**config.mk**
```make
export PLATFORM = sky130hd
export DESIGN_NAME = lin_interp_upsampler
export DESIGN_NICKNAME = d
export VERILOG_FILES = /design/src/rtl/lin_interp_upsampler.sv
export SDC_FILE = /design/constraint.sdc
export NUM_CORES = 1
export LEC_CHECK = 0
export ABC_AREA = 1
export CAP_MARGIN = 40
export CORE_MARGIN = 2
export CORE_UTILIZATION = 35
export DETAILED_ROUTE_END_ITERATION = 6
export GPL_ROUTABILITY_DRIVEN = 0
export PLACE_DENSITY_LB_ADDON = 0.12
export SYNTH_ARGS = -nofsm -noshare
export SYNTH_HDL_FRONTEND = slang
export SYNTH_SLANG_ARGS = --single-unit
```
**constraint.sdc**
```tcl
create_clock -name clk -period 7.1 [get_ports clk]
set_clock_uncertainty 0.1 [all_clocks]
set_input_delay 2.13 -clock clk [delete_from_list [all_inputs] [get_ports clk]]
set_output_delay 2.13 -clock clk [all_outputs]
set_load 0.005 [all_outputs]
```
**src/rtl/lin_interp_upsampler.sv**
```systemverilog
// Audio-rate to modulator-rate upsampler: 2-entry input FIFO feeding a linear interpolator
// that produces one sample per enabled clock, ramping from x_prev to x_cur over OSR cycles.
module lin_interp_upsampler #(
  parameter int unsigned IN_W     = 19,
  parameter int unsigned OSR      = 64,
  parameter int unsigned LOG2_OSR = 6
) (
  input  logic                clk,
  input  logic                rst,
  input  logic                en,
  input  logic [IN_W-1:0]     in_data,
  input  logic                in_valid,
  output logic                in_ready,
  output logic [IN_W-1:0]     out,
  output logic                out_valid,
  output logic                underflow,
  output logic [LOG2_OSR-1:0] phase
);

  localparam logic [1:0] StEmpty = 2'd0;
  localparam logic [1:0] StRun   = 2'd1;
  localparam logic [1:0] StHold  = 2'd2;

  localparam logic [LOG2_OSR-1:0] LastPhase = LOG2_OSR'(OSR - 1);

  logic [IN_W-1:0]     mem_q [2];
  logic                wr_ptr_q, wr_ptr_d, rd_ptr_q, rd_ptr_d;
  logic [1:0]          cnt_q, cnt_d;
  logic                ready_q, ready_d;
  logic [1:0]          state_q, state_d;
  logic [IN_W-1:0]     x_prev_q, x_prev_d, x_cur_q, x_cur_d;
  logic [LOG2_OSR-1:0] phase_q, phase_d;
  logic [IN_W-1:0]     out_q, out_d;
  logic                underflow_q, underflow_d;

  logic                push, pop, fifo_nonempty, wrap;
  logic [IN_W-1:0]     head, interp;
  logic signed [IN_W:0]          diff, step;
  logic signed [IN_W+LOG2_OSR:0] prod;

  assign fifo_nonempty = (cnt_q != 2'd0);
  assign wrap          = (phase_q == LastPhase);
  assign head          = mem_q[rd_ptr_q];
  assign push          = in_valid && ready_q;
  assign pop           = en && fifo_nonempty &&
                         ((state_q == StRun) || (state_q == StHold) ? wrap : 1'b1);

  // Interpolation: the arithmetic shift of the full product floors toward -inf.
  assign diff   = {x_cur_q[IN_W-1], x_cur_q} - {x_prev_q[IN_W-1], x_prev_q};
  assign prod   = $signed({{LOG2_OSR{diff[IN_W]}}, diff}) *
                  $signed({{(IN_W+1){1'b0}}, phase_q});
  assign step   = (IN_W+1)'(prod >>> LOG2_OSR);
  assign interp = IN_W'({x_prev_q[IN_W-1], x_prev_q} + step);

  always_comb begin
    wr_ptr_d = push ? ~wr_ptr_q : wr_ptr_q;
    rd_ptr_d = pop ? ~rd_ptr_q : rd_ptr_q;
    cnt_d    = cnt_q;
    case ({push, pop})
      2'b10:   cnt_d = cnt_q + 2'd1;
      2'b01:   cnt_d = cnt_q - 2'd1;
      default: cnt_d = cnt_q;
    endcase
    ready_d = (cnt_d != 2'd2);
  end

  always_comb begin
    state_d     = state_q;
    x_prev_d    = x_prev_q;
    x_cur_d     = x_cur_q;
    phase_d     = phase_q;
    out_d       = out_q;
    underflow_d = underflow_q;
    if (en) begin
      case (state_q)
        StRun, StHold: begin
          out_d   = interp;
          phase_d = phase_q + LOG2_OSR'(1);
          if (wrap) begin
            x_prev_d = x_cur_q;
            if (fifo_nonempty) begin
              x_cur_d = head;
              state_d = StRun;
            end else begin
              underflow_d = 1'b1;
              state_d     = StHold;
            end
          end
        end
        default: begin
          out_d = '0;
          if (fifo_nonempty) begin
            x_cur_d  = head;
            x_prev_d = '0;
            phase_d  = '0;
            state_d  = StRun;
          end else begin
            state_d = StEmpty;
          end
        end
      endcase
    end
  end

  always_ff @(posedge clk) begin
    if (push) mem_q[wr_ptr_q] <= in_data;
  end

  always_ff @(posedge clk) begin
    if (rst) begin
      wr_ptr_q    <= 1'b0;
      rd_ptr_q    <= 1'b0;
      cnt_q       <= 2'd0;
      ready_q     <= 1'b1;
      state_q     <= StEmpty;
      x_prev_q    <= '0;
      x_cur_q     <= '0;
      phase_q     <= '0;
      out_q       <= '0;
      underflow_q <= 1'b0;
    end else begin
      wr_ptr_q    <= wr_ptr_d;
      rd_ptr_q    <= rd_ptr_d;
      cnt_q       <= cnt_d;
      ready_q     <= ready_d;
      state_q     <= state_d;
      x_prev_q    <= x_prev_d;
      x_cur_q     <= x_cur_d;
      phase_q     <= phase_d;
      out_q       <= out_d;
      underflow_q <= underflow_d;
    end
  end

  assign in_ready  = ready_q;
  assign out       = out_q;
  assign out_valid = (state_q != StEmpty);
  assign underflow = underflow_q;
  assign phase     = phase_q;

endmodule

```
==> key figures <==
Status
  • Status: finished with violations
  • Failing checks: setup timing

Critical path
  • Critical Path AT: 7.34 ns
  • Crit path kind: reg2reg
  • Type of origin of the critical path: flip-flop
  • Slowest cell on the critical path: fa_1
  • Data required time at the worst endpoint: 7.31 ns
  • Most frequent CP cell: nand2_2
  • Flop2flop setup slack: -0.03 ns
  • Critical Path Max Stage Delay: 0.58 ns
  • CP endpoint kind: flip-flop
  • Critical path peak fanout: 4

Finish
  • Area Growth Syn to Fin: 50.2%
  • # fillers: 2682
  • Final net count: 1803
  • Layout cells sized above 1: 0.384
  • Post-route insts no fill: 1997
  • # diodes: 0
  • Final Instance Area: 15000 µm²

Clocking
  • TritonCTS Buffers: 9
  • Max clock buf depth: 2
  • CTS tree: built
  • Clk Latency, worst-skew pair: 0.37 ns
  • Root buffer cell: clkbuf_16
  • Sink Count: 110
  • Htree depth: 3
  • Reg clk slew, reported paths: 0.09 ns

Drt
  • Detailed Route Iter0 Violations: 494
  • Drt pass-1 iters: 5
  • Antenna-violating nets left: 0
  • Wire per inst: 15.5 µm
  • Via Count: 9456
  • DRC: 0
  • Vias/cell: 4.74
  • Post-Route WL: 31000 µm

Synthesis
  • Synth warnings: 0
  • Synth Instances: 1279
  • Area contributors post-synth: fa_1 (16%), dfxtp_1 (14%), edfxtp_1 (11%), ha_1 (11%), inv_1 (8.8%)
  • Seq cells post-synth: 110
  • Seq/Total Area, Yosys: 0.259
  • Synth cell types: 49
  • Commonest cells in the synthesized netlist: inv_1 (235), nand2_1 (174), a21oi_1 (154), nor2_1 (142), ha_1 (87)
  • Commonest register cell after synthesis: dfxtp_1
  • Async SR Flop Fraction: 0
  • Number of flops mapped to enable cells by yosys: 38
  • Net Count, Synth: 1468
  • Syn Area/Cell: 7.81 µm²
  • Area share of the largest cell type after synthesis: 0.158
  • Leading area contributor after synthesis: fa_1
  • Most common cell in the netlist: inv_1
  • Mapped Area: 9990 µm²

STA
  • Tcrit/Tclk final: 1.00
  • RSZ-0062 raised after global routing: true
  • Slew @ Worst Pin: 0.803 ns
  • Final Hold Fails: 0
  • Final worst slack: -0.0310 ns
  • Relative slew slack: 0.459
  • Hold_ws: 0.360 ns
  • Final setup fails: 1
  • F_max: 0.140 GHz
  • Minimum clock period: 7.13 ns
  • Slew Viols, Final: 0

Die
  • Top-level port count: 51
  • Core ar.: 27900 µm²
  • Die area: 29900 µm²
  • Row count: 61
  • Die Ht: 173 µm
  • Starting Density: 0.357
  • Chip width: 173 µm

Pwr
  • Pwr dens: 412 nW/µm²
  • P_leak: 7.17 nW
  • Total power: 6.18 mW
  • Peak supply drop: 0.223 mV

Placement
  • Final HPWL DP: 23900 µm
  • I/O Buffers: 50
  • # placed instances: 1926
  • Dpl cell area: 12700 µm²

Hold path
  • Hold crit path type: reg2reg

Global route
  • GRT Total Usage: 0.207
  • Largest net degree at the start of global routing: 41
  • First-pass GRT wire length: 49600 µm
  • Vias in the first global route: 9509
  • GRT Residual Overflow: 0
  • Initial antenna violation count: 0

Run
  • Max_cap viols: 0
-- layer usage --
layer | GRT usage | up-vias | part of all wire | wire, µm
met5 | 0 | - | 0 | 0
met4 | 0.0519 | 0 | 0.027 | 830
met3 | 0.0248 | 42 | 0.030 | 923
met2 | 0.352 | 132 | 0.48 | 14700
met1 | 0.279 | 4505 | 0.47 | 14500
li1 | - | 4777 | - | -
-- cell families after synthesis --
logic type,Yosys count,synth area share
XOR/XNOR,41,0.0375
flip-flops,110,0.259
AND/OR/NAND/NOR,417,0.178
adder cells (fa/ha/maj),166,0.267
AO/OA/AOI/OAI,269,0.153
buffers and inverters,276,0.106
-- per-stage QoR --
step                      utilization  setup slack, ns  TNS (ns)
after global routing            0.537           -0.323     -1.45
after detailed placement        0.455           -0.759     -6.00
after global placement          0.455           -0.754     -5.72
after CTS                       0.499          -0.0533   -0.0533
after floorplan                     -            0.345         0
final                           0.537          -0.0310   -0.0310
-- path summary, 6_finish.rpt --
kind | from | to | cells after the start
max | x_prev_q[4] | out[18] | 39
min | underflow | underflow | 2
max reg2reg | x_prev_q[4] | out[18] | 39
min reg2reg | underflow | underflow | 2
-- registers in the layout, indices dropped and copies added, names as in the netlist, named ones only --
| signal | flops |
|---|---|
| state_q | 2 |
| rd_ptr_q | 1 |
| in_ready | 1 |
| cnt_q | 2 |
| mem_q | 38 |
| phase | 6 |
| x_prev_q | 19 |
| wr_ptr_q | 1 |
| x_cur_q | 19 |
| out | 19 |
| underflow | 1 |
-- power by group --
group / internal, mW / total (mW) / switching, mW
combinational: 2.41 / 4.77 / 2.35
clock: 0.261 / 0.549 / 0.288
sequential: 0.781 / 0.860 / 0.0790
total: 3.46 / 6.18 / 2.72
-- cell type report --
class / instances / area, µm² / area share
Tap cell: 378 / 473 / 0.0315
Sequential cell: 110 / 2610 / 0.174
Inverter: 243 / 923 / 0.0616
Clock buffer: 9 / 225 / 0.0150
Multi-Input combinational cell: 893 / 7790 / 0.519
Clock inverter: 7 / 96.3 / 0.00642
Timing Repair Buffer: 357 / 2890 / 0.193
-- layout by cell type, fill, tap and decap left out, types with 5 or more instances in the layout --
| master | n |
|---|---|
| nand2_1 | 140 |
| o21ai_2 | 10 |
| o21ai_0 | 43 |
| nor3_1 | 7 |
| or2_1 | 8 |
| nor2_1 | 111 |
| xnor2_1 | 9 |
| a21oi_1 | 116 |
| edfxtp_1 | 38 |
| nand4_1 | 8 |
| nand3_1 | 30 |
| nor3_4 | 5 |
| clkbuf_16 | 9 |
| inv_2 | 47 |
| nor2_4 | 14 |
| o21ai_1 | 7 |
| fa_1 | 75 |
| a211oi_1 | 18 |
| xor2_1 | 17 |
| buf_4 | 286 |
| or2_2 | 5 |
| buf_6 | 20 |
| clkdlybuf4s50_1 | 49 |
| nor2_2 | 22 |
| a21oi_4 | 13 |
| xor2_2 | 6 |
| a21o_1 | 5 |
| nand3_2 | 10 |
| dfxtp_2 | 15 |
| ha_1 | 50 |
| inv_1 | 194 |
| nand2_2 | 34 |
| ha_4 | 36 |
| dfxtp_1 | 56 |
| nand2_4 | 9 |
| a21oi_2 | 30 |
-- repair_timing --
action	4_1_cts	5_1_grt
pin swaps	88	154
setup buffers	29	30
resized for setup	144	212
cloned	0	0
hold buffers	0	0
endpoints found under the setup margin	14	13
-- worst max-delay path: cells and delay by family (launching register included) --
kind | cells | cell delay, ns
adders and majority gates | 7 | 2.93
xor gates and xnor gates | 2 | 0.44
buffers and inverters | 7 | 0.76
AOI/OAI and AO/OA | 9 | 1.34
DFF | 1 | 0.37
and+or+nand+nor | 14 | 1.13
Note: power is estimated with default switching activity, not from simulation.
